--- src/rtl/uw_frame_insert.sv ---
`default_nettype none
// ============================================================================
// Module   : uw_frame_insert
// Purpose  : Transmit-side LRPT framer. Emits a burst of NUM_FRAMES frames,
//            each an 8-bit unique word (rotation-selected) followed by
//            BITS_PER_FRAME-UW_BITS payload bits taken from a serial stream.
//            Valid/ready on both sides, single registered output stage.
// Revision : 1.0 - initial release
// ============================================================================
module uw_frame_insert #(
    parameter int          BITS_PER_FRAME = 80,
    parameter int          UW_BITS        = 8,
    parameter int          NUM_FRAMES     = 32,
    parameter logic [31:0] SYNC_WORDS     = 32'h274ED8B1
) (
    input  logic       clk,
    input  logic       rst_in,
    input  logic       start_in,
    input  logic [1:0] rotation_in,
    input  logic       hard_inp,
    input  logic       valid_in,
    output logic       ready_rx,
    output logic       hard_out,
    output logic       valid_out,
    input  logic       out_ready,
    output logic       frame_start,
    output logic       burst_done,
    output logic       busy
);

    localparam int BCW = $clog2(BITS_PER_FRAME);
    localparam int FCW = (NUM_FRAMES > 1) ? $clog2(NUM_FRAMES) : 1;

    localparam logic [BCW-1:0] c_LAST_BIT   = BCW'(BITS_PER_FRAME - 1);
    localparam logic [BCW-1:0] c_UW_LAST    = BCW'(UW_BITS - 1);
    localparam logic [BCW-1:0] c_DATA_FIRST = BCW'(UW_BITS);
    localparam logic [FCW-1:0] c_LAST_FRAME = FCW'(NUM_FRAMES - 1);

    typedef enum logic [1:0] {
        S_IDLE = 2'd0,
        S_UW   = 2'd1,
        S_DATA = 2'd2
    } state_t;

    state_t           r_state;
    state_t           w_state_nxt;
    logic [BCW-1:0]   r_bit_ctr;
    logic [BCW-1:0]   w_bit_ctr_nxt;
    logic [FCW-1:0]   r_frame_ctr;
    logic [FCW-1:0]   w_frame_ctr_nxt;
    logic [1:0]       r_rot;
    logic [1:0]       w_rot_nxt;

    logic             r_hard_out;
    logic             r_valid_out;
    logic             r_frame_start;
    logic             r_burst_done;

    logic             w_free;
    logic             w_busy;
    logic             w_ready_rx;
    logic             w_load;
    logic             w_load_bit;
    logic             w_load_fs;
    logic             w_done;
    logic [7:0]       w_uw_byte;
    logic [7:0]       w_start_byte;
    logic [2:0]       w_uw_idx;

    // Byte r of the sync table (r=0 is the most significant byte)
    function automatic logic [7:0] f_uw_byte(input logic [1:0] rot);
        logic [7:0] b;
        case (rot)
            2'd0:    b = SYNC_WORDS[31:24];
            2'd1:    b = SYNC_WORDS[23:16];
            2'd2:    b = SYNC_WORDS[15:8];
            default: b = SYNC_WORDS[7:0];
        endcase
        return b;
    endfunction

    // The output register may take a new bit when empty or being drained
    assign w_free       = !r_valid_out || out_ready;
    assign w_busy       = (r_state != S_IDLE) || r_valid_out;
    assign w_uw_byte    = f_uw_byte(r_rot);
    assign w_start_byte = f_uw_byte(rotation_in);
    assign w_uw_idx     = 3'(3'd7 - r_bit_ctr[2:0]);

    assign ready_rx    = w_ready_rx;
    assign hard_out    = r_hard_out;
    assign valid_out   = r_valid_out;
    assign frame_start = r_frame_start;
    assign burst_done  = r_burst_done;
    assign busy        = w_busy;

    // Next-state, counter updates and the bit to load into the output stage
    always_comb begin
        w_state_nxt     = r_state;
        w_bit_ctr_nxt   = r_bit_ctr;
        w_frame_ctr_nxt = r_frame_ctr;
        w_rot_nxt       = r_rot;
        w_load          = 1'b0;
        w_load_bit      = 1'b0;
        w_load_fs       = 1'b0;
        w_done          = 1'b0;
        w_ready_rx      = 1'b0;
        case (r_state)
            S_IDLE: begin
                // busy=0 guarantees the output stage is empty here
                if (start_in && !w_busy) begin
                    w_rot_nxt       = rotation_in;
                    w_load          = 1'b1;
                    w_load_bit      = w_start_byte[7];
                    w_load_fs       = 1'b1;
                    w_bit_ctr_nxt   = BCW'(1);
                    w_frame_ctr_nxt = '0;
                    w_state_nxt     = S_UW;
                end
            end
            S_UW: begin
                if (w_free) begin
                    w_load     = 1'b1;
                    w_load_bit = w_uw_byte[w_uw_idx];
                    w_load_fs  = (r_bit_ctr == '0);
                    if (r_bit_ctr == c_UW_LAST) begin
                        w_bit_ctr_nxt = c_DATA_FIRST;
                        w_state_nxt   = S_DATA;
                    end else begin
                        w_bit_ctr_nxt = r_bit_ctr + BCW'(1);
                    end
                end
            end
            S_DATA: begin
                w_ready_rx = w_free;
                if (valid_in && w_free) begin
                    w_load     = 1'b1;
                    w_load_bit = hard_inp;
                    if (r_bit_ctr == c_LAST_BIT) begin
                        w_bit_ctr_nxt = '0;
                        if (r_frame_ctr == c_LAST_FRAME) begin
                            w_state_nxt = S_IDLE;
                            w_done      = 1'b1;
                        end else begin
                            w_frame_ctr_nxt = r_frame_ctr + FCW'(1);
                            w_state_nxt     = S_UW;
                        end
                    end else begin
                        w_bit_ctr_nxt = r_bit_ctr + BCW'(1);
                    end
                end
            end
            default: begin
                w_state_nxt = S_IDLE;
            end
        endcase
    end

    // State and counter registers
    always_ff @(posedge clk) begin
        if (rst_in) begin
            r_state     <= S_IDLE;
            r_bit_ctr   <= '0;
            r_frame_ctr <= '0;
            r_rot       <= '0;
        end else begin
            r_state     <= w_state_nxt;
            r_bit_ctr   <= w_bit_ctr_nxt;
            r_frame_ctr <= w_frame_ctr_nxt;
            r_rot       <= w_rot_nxt;
        end
    end

    // Output stage: load on a new bit, drain when free and idle, else hold
    always_ff @(posedge clk) begin
        if (rst_in) begin
            r_hard_out    <= 1'b0;
            r_valid_out   <= 1'b0;
            r_frame_start <= 1'b0;
            r_burst_done  <= 1'b0;
        end else begin
            r_burst_done <= w_done;
            if (w_load) begin
                r_hard_out    <= w_load_bit;
                r_valid_out   <= 1'b1;
                r_frame_start <= w_load_fs;
            end else if (w_free) begin
                r_valid_out   <= 1'b0;
                r_frame_start <= 1'b0;
            end
        end
    end

endmodule
`default_nettype wire

--- config.mk ---
export PLATFORM = sky130hd
export DESIGN_NAME = uw_frame_insert
export DESIGN_NICKNAME = d
export VERILOG_FILES = /design/src/rtl/uw_frame_insert.sv
export SDC_FILE = /design/constraint.sdc
export NUM_CORES = 1
export LEC_CHECK = 0
export CAP_MARGIN = 20
export CELL_PAD_IN_SITES_DETAIL_PLACEMENT = 1
export CELL_PAD_IN_SITES_GLOBAL_PLACEMENT = 1
export CORE_MARGIN = 8
export CORE_UTILIZATION = 47
export CTS_BUF_LIST = sky130_fd_sc_hd__clkbuf_2
export DETAILED_ROUTE_END_ITERATION = 10
export GPL_ROUTABILITY_DRIVEN = 0
export GPL_TIMING_DRIVEN = 0
export PLACE_DENSITY_LB_ADDON = 0.1
export SYNTH_ARGS = -nofsm -noshare
export SYNTH_HDL_FRONTEND = slang
export SYNTH_SLANG_ARGS = --single-unit
export TNS_END_PERCENT = 50
--- constraint.sdc ---
create_clock -name clk -period 5.5 [get_ports clk]
set_input_delay 1.1 -clock clk [delete_from_list [all_inputs] [get_ports clk]]
set_output_delay 1.1 -clock clk [all_outputs]
set_load 0.05 [all_outputs]
# Word-level counts from Yosys, hierarchy flattened
# Index checks and enable logic that the tools add are counted.
[word_totals] register_bits=20 in_bits=8 elab_cells=86
[classes] add_sub_neg=3 n_lt_le_gt_ge=1 n_eq_ne=15 muxes=37 bitwise=3 n_reduce_logical=19
[ops] operator="$pmux W8 S3" count=2
[ops] operator="$mux W7" count=5
[ops] operator="$pmux W7 S3" count=1
[ops] operator="$mux W5" count=4
[ops] operator="$mux W1" count=14
[ops] operator="$ne A2 B2 Y1 const B" count=6
[ops] operator="$mux W2" count=5
[ops] operator="$pmux W5 S2" count=1
[ops] operator="$reduce_and A5 Y1" count=2
[ops] operator="$add A7 B1 Y7 const B" count=1
[ops] operator="$eq A7 B3 Y1 const B" count=1
[ops] operator="$eq A7 B7 Y1 const B" count=1
[ops] operator="$logic_not A7 Y1" count=1
[ops] operator="$eq A2 B1 Y1 const B" count=3
[ops] operator="$eq A2 B2 Y1 const B" count=3
[ops] operator="$logic_not A2 Y1" count=3
[ops] operator="$pmux W1 S3" count=2
[ops] operator="$pmux W2 S3" count=1
[ops] operator="$reduce_bool A2 Y1" count=3
[ops] operator="$add A5 B1 Y5 const B" count=1
[ops] operator="$eq A5 B5 Y1 const B" count=1
[ops] operator="$lt A3 B4 Y1 const B" count=1
[ops] operator="$reduce_and A4 Y1" count=1
[ops] operator="$reduce_or A4 Y1" count=1
[ops] operator="other kinds (9)" count=14

# Logic depth before layout (Yosys ltp)
[logic_depth] ltp_word=7 ltp_mapped=9 depth_no_buf=8

# Worst setup path before layout
# OpenSTA, ideal clock, no wires.
[synth_timing] path_kind="input to output" start="input out_ready" end="output ready_rx" arrival_ps=1707 required_time_ps=4400 path_slack_ps=2693 path_stages=2 path_buffers=0 path_cell_list="nand2b_1 -> and2_1"
[synth_between] elab_chain_len=2
[synth_rtl] element="start: declaration" line="25" source="input logic out_ready,"
[synth_rtl] element="$logic_or A1 B1 Y1" line="83" source="assign w_free = !r_valid_out || out_ready;"
[synth_rtl] element="$mux W1" line="107" source="case (r_state)"
[synth_rtl] element="end: declaration" line="22" source="output logic ready_rx,"
# No other way between the ends.

# Worst setup path after layout
# Ends and elaborated chain as after synthesis.

==> results.py <==
metrics = {
    "outcome": {
        "status": "finished clean",
    },
    "clocking": {
        "cts_buffers": 3,
        "cts_tree": "yes",
        "h-tree-depth": 1,
        "ctsResizeCount": 0,
        "cts_buffer_depth": 2,
        "postCtsSetupBuffers": 0,
        "clk_latency_ns": 0.34,
        "clock-sinks": 20,
        "ctsHoldBuffers": 0,
        "clkTransAtPathRegs_ns": 0.20,
        "cts_root_buf": "clkbuf_2",
    },
    "global_route": {
        "grt_pass1_wl_mm": 6.18,
        "grt_max_degree": 13,
        "gr-usage-all-layers": 0.150,
        "grt.overflow.total": 0,
        "antenna_found_initial": 0,
        "grt_pass1_vias": 1333,
    },
    "critical_path": {
        "endpoint_kind": "output port",
        "worst_ep_required_time_ns": 4.40,
        "critical_path_class": "in2out",
        "cp.arrival_ns": 2.79,
        "rr_startpoint": "r_state[0]$_SDFFE_PP0P_",
        "start_kind": "input pin",
        "regToRegSetupSlack_ns": 3.18,
        "cp_max_fo": 6,
        "r2r-end": "r_bit_ctr[3]$_SDFFE_PP0P_",
        "worstSetupStartpoint": "out_ready",
        "r2r_cells": 8,
    },
    "run": {
        "maxCapViolations": 0,
    },
    "die": {
        "start_util": 0.498,
        "die_w_microns": 70.3,
        "io_pins": 14,
        "row_count": 19,
        "dieArea_sq_um": 4940,
        "die_y_microns": 70.3,
        "core_sq_um": 2780,
    },
    "timing": {
        "worst_pin_slew_ns": 0.580,
        "hold_slack_ns": 0.476,
        "finalHoldViolCount": 0,
        "fmax_ghz": 0.257,
        "slew_headroom": 0.613,
        "finalSetupViolCount": 0,
        "rsz0062_at_grt": "no",
        "finalSetupTns_ns": 0,
        "finalCritPeriodShare": 0.707,
        "skew_ns": 0.00326,
        "post-route-min-period_ns": 3.89,
        "drv_slew": 0,
    },
    "synth": {
        "avgSynthCellArea_sq_um": 8.20,
        "synth_compound_area_frac": 0.217,
        "synth_area_sq_um": 1390,
        "synth_nets": 189,
        "syn_inst": 169,
        "yosysWarnings": 0,
        "synth_edf_count": 0,
        "synth_top_family_by_area": "simple AND/OR/NAND/NOR gates",
        "yosysSeqAreaShare": 0.289,
        "synth-async-reset-ratio": 0,
        "ys.flop_type": "dfxtp_1",
        "synthMuxAreaShare": 0.00723,
        "synth.distinct_cells": 51,
        "synth_fa_ha_area_frac": 0.108,
        "synth_xor_xnor_area_share": 0.0126,
        "synthSimpleGateAreaFrac": 0.299,
        "synth_seq_cells": 20,
    },
    "cells_and_area": {
        "fin_cells": 216,
        "fin_nets": 206,
        "antenna_cells": 0,
        "drive_gt1_frac": 0.108,
        "syn_to_final_growth_pct": 14.7,
        "fillerInstances": 343,
    },
    "power_and_ir_drop": {
        "finalPower_mw": 0.521,
        "power_density_nw_per_um2": 328,
        "irDropWorstVdd_uv": 255,
        "p_leak_nw": 0.616,
    },
    "drt": {
        "wl_per_cell_microns": 16.4,
        "ant_nets": 0,
        "drc": 0,
        "routed_wl_mm": 3.55,
        "drt-pass1-iter-count": 4,
        "viasPerCell": 5.95,
        "num_vias": 1286,
        "initialDrtViolationCount": 59,
    },
    "min_path": {
        "whs_path_depth": 2,
        "hp-class": "reg2reg",
        "holdPathEnd": "r_frame_ctr[4]$_SDFFE_PP0P_",
        "worstHoldStart": "r_frame_ctr[4]$_SDFFE_PP0P_",
    },
    "place": {
        "port_buffers": 12,
        "dp_hpwl_mm": 2.79,
        "placedCellCount": 212,
    },
}
## metrics by stage
| step | area [sq um] | utilization | setup slack, ns |
|---|---|---|---|
| final | 1590 | 0.571 | 1.61 |
| after global routing | 1590 | 0.571 | 1.53 |
| after CTS | 1590 | 0.571 | 1.61 |
| after detailed placement | 1540 | 0.555 | 1.62 |
| after global placement | 1540 | 0.555 | 1.65 |
| after floorplan | 1390 | - | 2.69 |
## layout by cell type, fill, tap and decap left out, drive strengths merged, types with 3 or more instances in the layout
| master | n |
|---|---|
| inv | 10 |
| nand2 | 15 |
| dfxtp | 20 |
| nand2b | 3 |
| and2b | 3 |
| o21ai | 8 |
| clkdlybuf4s50 | 12 |
| or3 | 4 |
| nand3 | 15 |
| ha | 12 |
| a31oi | 4 |
| o311ai | 3 |
| and3 | 3 |
| a21oi | 14 |
| nor3b | 3 |
| clkbuf | 7 |
| nor2 | 13 |
## cells in the mapped netlist (all sizes together), types with 2 or more instances
cell type	number	share of area
a211oi	2	0.011
inv	10	0.027
nand2b	3	0.014
a21oi	14	0.053
nand4	2	0.0090
nand2	15	0.041
and3	3	0.014
a31oi	4	0.018
nor3	2	0.0072
nand3	15	0.054
nor3b	3	0.016
nor2	13	0.035
ha	12	0.11
or3	4	0.018
or2	2	0.0090
buf	2	0.014
nor2b	2	0.011
nand3b	2	0.011
and3b	2	0.013
clkbuf	4	0.026
o311ai	3	0.019
o21ai	8	0.040
dfxtp	20	0.29
xor2	2	0.013
a21o	2	0.011
and2b	3	0.018
## area by class of cell
class | count | area (sq um) | area share
multi-input cells | 133 | 892 | 0.561
flip-flops and latches | 20 | 400 | 0.252
repair buffers | 12 | 120 | 0.0756
plain buffers | 6 | 55.1 | 0.0346
well taps | 31 | 38.8 | 0.0244
inverters | 10 | 37.5 | 0.0236
clock inverters | 1 | 30.0 | 0.0189
clock buffers | 3 | 15.0 | 0.00945
## critical path, stage by stage
cell and delay, ns:
clkdlybuf4s50_1 0.50, nand2b_1 0.22, and2_1 0.16, clkdlybuf4s50_1 0.80
## worst max path at each step
stage               end  depth (start not counted)  slack [ns]
5_1_grt        ready_rx                          4        1.53
6_report       ready_rx                          4        1.61
4_1_cts        ready_rx                          4        1.61
2_1_floorplan  ready_rx                          2        2.69
3_3_place_gp   ready_rx                          4        1.65
3_5_place_dp   ready_rx                          4        1.62
## cell families after synthesis
logic type | Yosys count
buffers and inverters | 16
XOR/XNOR | 2
flip-flops | 20
multiplexers | 1
AND/OR/NAND/NOR | 76
AO/OA/AOI/OAI | 42
adder cells (fa/ha/maj) | 12
## state kept, by name, summed over array words and instances, names as in the netlist
name,cells
r_rot,2
valid_out,1
r_state,2
r_frame_ctr,5
r_bit_ctr,7
hard_out,1
frame_start,1
burst_done,1
## power breakdown
part / leakage, nW / total, mW / internal [mW] / switching [mW]
combinational: 0.427 / 0.224 / 0.0832 / 0.141
sequential: 0.163 / 0.183 / 0.162 / 0.0206
clock: 0.0266 / 0.114 / 0.0627 / 0.0509
total: 0.616 / 0.521 / 0.308 / 0.212
## metal layers
metal,wire [microns],track usage,vias to the layer above
met2,1760,0.265,21
met5,0,0,-
met3,137,0.0297,7
met1,1570,0.163,614
li1,-,-,644
met4,84,0.0759,0
Note: power is estimated with default switching activity, not from simulation.
